## config.mk

```make
export PLATFORM = sky130hd
export DESIGN_NAME = mac_dot_feeder
export DESIGN_NICKNAME = d
export VERILOG_FILES = /design/src/rtl/mac_dot_feeder.sv
export SDC_FILE = /design/constraint.sdc
export NUM_CORES = 1
export LEC_CHECK = 0
export ABC_AREA = 1
export CAP_MARGIN = 20
export CORE_UTILIZATION = 58
export CTS_BUF_LIST = sky130_fd_sc_hd__clkbuf_16
export CTS_CLUSTER_DIAMETER = 100
export DETAILED_ROUTE_END_ITERATION = 16
export GPL_TIMING_DRIVEN = 0
export PLACE_DENSITY = 0.93
export SLEW_MARGIN = 20
export SYNTH_ARGS = -nofsm -noshare
export SYNTH_HDL_FRONTEND = slang
export SYNTH_SLANG_ARGS = --single-unit
```

## constraint.sdc

```tcl
create_clock -name clk -period 5.7 [get_ports clk]
set_input_delay 0.57 -clock clk [delete_from_list [all_inputs] [get_ports clk]]
set_output_delay 0.57 -clock clk [all_outputs]
set_load 0.01 [all_outputs]
```

## src/rtl/mac_dot_feeder.sv

```systemverilog
// rtl/mac_dot_feeder.sv - operand FIFO and sequencer feeding an 8x8 MAC to compute a dot product; optional watchdog under MAC_FEEDER_WATCHDOG_EN
module mac_dot_feeder #(
    parameter int DEPTH  = 4,   // operand FIFO entries, power of 2, >= 2
    parameter int LEN_W  = 8,   // job length field width
    parameter int SETTLE = 2    // idle cycles after busy falls, >= 1
) (
    input  logic             clk,
    input  logic             reset,
    input  logic             start,
    input  logic [LEN_W-1:0] len,
    input  logic             in_valid,
    input  logic [7:0]       in_a,
    input  logic [7:0]       in_b,
    output logic             in_ready,
    output logic [7:0]       mac_a,
    output logic [7:0]       mac_b,
    output logic             mac_set_b,
    output logic             mac_reset,
    input  logic             mac_busy,
    input  logic [15:0]      mac_o,
    input  logic             mac_overflow,
    output logic             job_busy,
    output logic             done,
    output logic [15:0]      result,
    output logic             result_ovf,
    output logic             error
);

    localparam int AW = $clog2(DEPTH);
    localparam int SW = $clog2(SETTLE + 1) + 1;

    localparam logic [2:0] S_IDLE    = 3'd0;
    localparam logic [2:0] S_CLEAR   = 3'd1;
    localparam logic [2:0] S_LOAD    = 3'd2;
    localparam logic [2:0] S_ISSUE   = 3'd3;
    localparam logic [2:0] S_WAIT_HI = 3'd4;
    localparam logic [2:0] S_WAIT_LO = 3'd5;
    localparam logic [2:0] S_SETTLE  = 3'd6;
    localparam logic [2:0] S_DONE    = 3'd7;

    logic [2:0]       state;
    logic [LEN_W-1:0] job_len;
    logic [LEN_W-1:0] count;
    logic [SW-1:0]    settle_cnt;

    logic [7:0]  fifo_a [DEPTH];
    logic [7:0]  fifo_b [DEPTH];
    logic [AW-1:0] wptr;
    logic [AW-1:0] rptr;
    logic [AW:0]   occ;
    logic          full;
    logic          empty;
    logic          push;
    logic          pop;
    logic          abort;

    assign full      = (occ == (AW+1)'(DEPTH));
    assign empty     = (occ == '0);
    assign in_ready  = !full;
    assign push      = in_valid && !full;
    assign pop       = (state == S_ISSUE);
    assign mac_set_b = (state == S_ISSUE);
    assign done      = (state == S_DONE);

`ifdef MAC_FEEDER_WATCHDOG_EN
    logic [3:0] wd_cnt;
    logic       abort_q;
    logic       error_q;

    // Counter restarts at ISSUE and again on the first cycle busy is seen high.
    assign abort = ((state == S_WAIT_HI) && !mac_busy && (wd_cnt == 4'd6)) ||
                   ((state == S_WAIT_LO) &&  mac_busy && (wd_cnt == 4'd14));
    assign mac_reset = reset || (state == S_CLEAR) || abort_q;
    assign error     = error_q;

    // Watchdog timer, sticky error flag and the one-cycle MAC clear after an abort.
    always_ff @(posedge clk) begin
        if (reset) begin
            wd_cnt  <= '0;
            abort_q <= 1'b0;
            error_q <= 1'b0;
        end else begin
            abort_q <= abort;
            if (abort)
                error_q <= 1'b1;
            else if (state == S_IDLE && start)
                error_q <= 1'b0;
            if (state == S_ISSUE || (state == S_WAIT_HI && mac_busy))
                wd_cnt <= '0;
            else if (state == S_WAIT_HI || state == S_WAIT_LO)
                wd_cnt <= wd_cnt + 4'd1;
        end
    end
`else
    assign abort     = 1'b0;
    assign mac_reset = reset || (state == S_CLEAR);
    assign error     = 1'b0;
`endif

    // FIFO storage; written on every accepted push, no reset needed.
    always_ff @(posedge clk) begin
        if (push) begin
            fifo_a[wptr] <= in_a;
            fifo_b[wptr] <= in_b;
        end
    end

    // FIFO pointers and occupancy; reset and watchdog abort both flush.
    always_ff @(posedge clk) begin
        if (reset || abort) begin
            wptr <= '0;
            rptr <= '0;
            occ  <= '0;
        end else begin
            if (push)
                wptr <= wptr + AW'(1);
            if (pop)
                rptr <= rptr + AW'(1);
            occ <= occ + (AW+1)'(push) - (AW+1)'(pop);
        end
    end

    // Job sequencer; result is captured on the way into DONE so it is valid while done is high.
    always_ff @(posedge clk) begin
        if (reset) begin
            state      <= S_IDLE;
            job_len    <= '0;
            count      <= '0;
            settle_cnt <= '0;
            job_busy   <= 1'b0;
            result     <= '0;
            result_ovf <= 1'b0;
            mac_a      <= '0;
            mac_b      <= '0;
        end else if (abort) begin
            state    <= S_IDLE;
            job_busy <= 1'b0;
        end else begin
            case (state)
                S_IDLE: begin
                    if (start) begin
                        job_len  <= len;
                        count    <= '0;
                        job_busy <= 1'b1;
                        state    <= S_CLEAR;
                    end
                end
                S_CLEAR: begin
                    if (job_len == '0) begin
                        result     <= '0;
                        result_ovf <= 1'b0;
                        state      <= S_DONE;
                    end else begin
                        state <= S_LOAD;
                    end
                end
                S_LOAD: begin
                    if (!empty && !mac_busy) begin
                        mac_a <= fifo_a[rptr];
                        mac_b <= fifo_b[rptr];
                        state <= S_ISSUE;
                    end
                end
                S_ISSUE: begin
                    state <= S_WAIT_HI;
                end
                S_WAIT_HI: begin
                    if (mac_busy)
                        state <= S_WAIT_LO;
                end
                S_WAIT_LO: begin
                    if (!mac_busy) begin
                        count      <= count + LEN_W'(1);
                        settle_cnt <= '0;
                        state      <= S_SETTLE;
                    end
                end
                S_SETTLE: begin
                    if (settle_cnt == SW'(SETTLE - 1)) begin
                        if (count == job_len) begin
                            result     <= mac_o;
                            result_ovf <= mac_overflow;
                            state      <= S_DONE;
                        end else begin
                            state <= S_LOAD;
                        end
                    end else begin
                        settle_cnt <= settle_cnt + SW'(1);
                    end
                end
                S_DONE: begin
                    job_busy <= 1'b0;
                    state    <= S_IDLE;
                end
                default: state <= S_IDLE;
            endcase
        end
    end

endmodule

```

After elaboration in Yosys (flattened, before gate mapping)
Memory sizes are Yosys's and may differ from the RTL's. A register that Yosys moved wholly into a read port is not among the register bits.
Cells that the tools add are included.
{"block": "totals", "reg_bits": 47, "ramBits": 64, "input_bits": 46, "out_inout_bits": 39, "wordCells": 82, "n_memories": 2}
{"memory": "fifo_a", "words": 4, "width": 8, "rd": 1, "rd_clocked_by_memory_dff": 1, "write_ports": 1, "line_no": "46", "rtl": "logic [7:0] fifo_a [DEPTH];"}
{"memory": "fifo_b", "words": 4, "width": 8, "rd": 1, "rd_clocked_by_memory_dff": 1, "write_ports": 1, "line_no": "47", "rtl": "logic [7:0] fifo_b [DEPTH];"}
{"block": "classes", "add_sub_neg": 6, "n_eq_ne": 18, "muxes": 26, "n_reduce_logical": 20}
{"op": "16-bit two-way mux", "count": 3}
{"op": "16-bit one-hot mux with 2 select lines", "count": 1}
{"op": "3-bit two-way mux", "count": 9}
{"op": "3-bit one-hot mux with 8 select lines", "count": 1}
{"op": "8-bit two-way mux", "count": 2}
{"op": "8-bit one-hot mux with 2 select lines", "count": 1}
{"op": "3-bit equality test, second input constant", "count": 5}
{"op": "2-bit != test, second input constant", "count": 7}
{"op": "8-bit by 1-bit adder with 8-bit output, second input constant", "count": 1}
{"op": "8-bit equality test", "count": 1}
{"op": "8-bit logical NOT", "count": 1}
{"op": "2-bit nonzero test", "count": 4}
{"op": "3-bit by 1-bit equality test with 1-bit output, second input constant", "count": 2}
{"op": "3-bit by 2-bit equality test with 1-bit output, second input constant", "count": 2}
{"op": "3-bit logical NOT", "count": 2}
{"op": "1-bit two-way mux", "count": 6}
{"op": "3-bit one-hot mux with 2 select lines", "count": 1}
{"op": "2-bit AND reduction", "count": 3}
{"op": "3-bit AND reduction", "count": 2}
{"op": "5-bit AND reduction", "count": 1}
{"op": "2-bit by 1-bit adder with 2-bit output, second input constant", "count": 2}
{"op": "1-bit one-hot mux with 2 select lines", "count": 2}
{"op": "4-bit AND reduction", "count": 1}
{"op": "3-bit by 1-bit adder with 3-bit output", "count": 1}
{"op": "other kinds (6)", "count": 9}

Logic depth before layout (Yosys ltp)
{"block": "logic_depth", "depth_word": 5, "ltp_mapped": 12, "depth_no_buf": 12}

Worst setup path before layout
Ideal clock, no wire load.
{"block": "synth_timing", "path_kind": "reg-to-reg", "start": "register occ[1]", "end": "register occ[2]", "t_arrival_ns": 1.821, "slack_ns": 3.809, "stages_incl_launch_ff": 11, "n_path_buf": 0, "synth_period_minus_slack_ns": 1.891, "path_cell_list": "dfxtp_1 > nor2_1 > nand2_1 > nand2_1 > ha_1 > inv_1 > ha_1 > fa_1 > inv_1 > o21ai_0 > a21oi_1"}
{"block": "synth_via", "elab_chain_cells": 5}
{"element": "start, declared", "line_no": "50", "rtl": "logic [AW:0] occ;"}
{"element": "start signal, assigned", "line_no": "119", "rtl": "occ <= occ + (AW+1)'(push) - (AW+1)'(pop);"}
{"element": "3-bit equality test", "line_no": "57", "rtl": "assign full = (occ == (AW+1)'(DEPTH));"}
{"element": "1-bit logical NOT"}
{"element": "via in_ready", "line_no": "14", "rtl": "output logic in_ready,"}
{"element": "1-bit logical AND", "line_no": "60", "rtl": "assign push = in_valid && !full;"}
{"element": "3-bit by 1-bit adder with 3-bit output", "line_no": "119"}
{"element": "3-bit by 1-bit subtractor with 3-bit output", "line_no": "119"}
The timed path passes the listed nets, and every way through them passes these cells.
A chain may end at the register's enable or synchronous reset.

Final worst setup path
{"block": "layout_timing", "start": "register state[1]", "end": "output mac_set_b"}
{"block": "layout_via", "elab_chain_cells": 1}
{"element": "start, declared", "line_no": "41", "rtl": "logic [2:0] state;"}
{"element": "start signal, assigned", "line_no": "126", "rtl": "state <= S_IDLE;"}
{"element": "start signal, assigned", "line_no": "136", "rtl": "state <= S_IDLE;"}
{"element": "start signal, assigned", "line_no": "145", "rtl": "state <= S_CLEAR;"}
{"element": "3-bit by 2-bit equality test with 1-bit output", "line_no": "62", "rtl": "assign mac_set_b = (state == S_ISSUE);"}
{"element": "end, declared", "line_no": "17", "rtl": "output logic mac_set_b,"}
No other way between the ends.

==> reports/summary.txt <==
Hold endpoint = settle_cnt[2]
Drc violations = 0
Relative slew slack = 38.13%
Main flop type after synthesis = edfxtp_1
Initial antenna violation count = 0
Final Cycle Share = 45.57%
Ant diodes = 0
Crit path required time = 5.13 ns
Setup crit start kind = flip-flop
Yosys cell types = 36
HPWL after DPL = 9164 um
Min Tclk post-route = 2.598 ns
Clock Tree Root = clkbuf_16
I/O Pins = 85
YS warnings = 0
Die ar. = 9784 um2
Final Max Tran Viols = 0
Crit Path Category = reg -> out
Routed WL per cell = 18.25 um
Hold Fails Final Rpt = 0
Status = finished clean
Die width = 98.92 um
Async SR Flop Fraction = 0%
# resized after CTS = 0
Initial Util = 61.27%
Sequential share of the synthesized area = 58.43%
Sink Count = 127
Reg area = 3183 um2
Crit Path Max Fanout = 4
HP Start = reset
H-tree depth = 4
Final setup fails = 0
Leak = 0.002614 uW
Routed via count = 4771
Post-CTS Setup Bufs = 0
Yosys reg bits = 127
Max Fclk = 385.0 MHz
First DRT Iteration DRCs = 289
Post-synth top cells = nand2_1 (98), edfxtp_1 (64), dfxtp_1 (63)
Max Cap Viol = 0
Cells after synthesis = 569
Mapped Nets = 629
Largest cells by area after synthesis = edfxtp_1 (35%), dfxtp_1 (23%), nand2_1 (6.8%)
WP data arrival = 2.03 ns
Die height = 98.92 um
R2R Setup Slk = 3.55 ns
# nets final = 733
Clock buffer count from CTS = 17
Mean post-synth cell area = 9.574 um2
Clock slew at reported path FFs = 0.06 ns
CTS tree = done
FILL cells = 521
Most frequent cell after synthesis = nand2_1
First-pass GRT wire length = 23380 um
Leading area contributor after synthesis = edfxtp_1
Core Area = 8891 um2
Drt pass-1 iters = 5
Gr usage total = 31.13%
Synth top area share = 35.28%
R2R depth = 10
RSZ-0062 raised after global routing = no
Largest net degree at the start of global routing = 17
Worst slew pin tran = 0.9270 ns
R2r startpoint = state[1]
Port Buffers = 82
Critical Path End Type = primary output
Vias in the first global route = 4794
Hold_buf cts = 0
Final WL = 14490 um
Area delta synth->final = 29.72%
Worst hold path depth = 2
Synth Cell Area = 5448 um2
Via/cell ratio = 6.009
HP Class = in -> reg
Final setup TNS = 0 ns
CTS Buffer Depth = 2
Post-synth EDFFs = 64
Post-DRT Antenna Nets = 0
Congestion Overflow GR = 0
Worst vdd ir = 286.3 uV
Placed Area = 6459 um2
Worst r2r dst = occ[2]
Clk Latency, worst-skew pair = 0.41 ns
Layout cell share with drive strength beyond 1 = 8.892%
Pwr/cell area = 419.6 nW/um2
Post-route cell area = 7067 um2
Area of the multi-input gates = 1896 um2
RePlAce Congestion = 0.8872
Row count = 34
Clock skew = 0.008095 ns
## cells by family (layout without fill, tap and decap cells)
group                    count (synthesis)  after routing  share of synthesized area (%)
other                                    1              1                        0.06884
AND/OR/NAND/NOR                        215            215                          17.73
flip-flops                             127            127                          58.43
AO/OA/AOI/OAI                          129            129                          12.66
XOR/XNOR                                 5              5                         0.8040
buffers and inverters                   78            195                          6.959
adder cells (fa/ha/maj)                 14             14                          3.353
## per-stage QoR
step / instances / utilization [%] / setup slack, ns / hold slack (ns) / power [uW]
CTS: 794 / 79.48 / 3.155 / 0.3925 / 2941
floorplan: 569 / - / 3.809 / 0.4566 / 1586
global route: 794 / 79.48 / 3.080 / 0.4008 / 3075
detailed placement: 762 / 72.64 / 3.139 / 0.4522 / 1827
global placement: 759 / 72.02 / 2.880 / 0.4470 / 1772
finish: 794 / 79.48 / 3.102 / 0.3968 / 2965
## registers in the layout, indices dropped and copies added, names as in the netlist, 8 cells and up
name,flops
fifo_a,32
count,8
fifo_b,32
mac_a,8
job_len,8
mac_b,8
result,16
## cells in the final DEF, fill, tap and decap left out, types with 6 or more instances in the layout
master	n
nand2_1	98
clkdlybuf4s50_1	82
edfxtp_1	64
dfxtp_1	63
nor2_1	57
a21oi_1	57
o21ai_0	51
inv_1	48
nand4_1	19
clkbuf_16	17
o22ai_1	16
nand3b_1	16
ha_1	13
clkbuf_1	12
nor2_2	6
nor3_1	6
inv_6	6
## final cells by class
cell class	count	share of cell area, %
clock buffer	17	6.020
sequential	127	45.04
inverter	52	2.762
timing repair buffer	85	12.25
clock inverter	15	2.585
buffer	26	2.603
tap	108	1.912
multi-input combinational	364	26.82
## where the power goes
group | internal (uW) | total (uW) | switching (uW)
Combinational | 265 | 719 | 454
Clock | 694 | 1120 | 425
Sequential | 1060 | 1130 | 63.3
## worst max-delay path, cell delays in order (launching register included)
cell and delay [ns]:
dfxtp_1 0.39, ha_1 0.20, inv_1 0.06, nor2_1 0.34, clkdlybuf4s50_1 0.63
## worst max-delay path by stage
stage | start | to | slack (ns) | depth (start not counted)
final | state[1] | mac_set_b | 3.10 | 4
after global routing | state[1] | mac_set_b | 3.08 | 4
after CTS | state[0] | mac_set_b | 3.16 | 4
after detailed placement | in_valid | occ[2] | 3.14 | 9
after global placement | in_valid | fifo_b[3][3] | 2.88 | 3
after floorplan | occ[1] | occ[2] | 3.81 | 10
## layer usage
metal  GRT usage, %  routed length [um]  vias up
li1               -                   -     2159
met4          14.58                 413        0
met1          35.66                5294     2285
met3          6.596                1215       49
met2          55.62                7568      278
met5              0                   0        -
No activity file was read; power rests on OpenSTA's default activity.
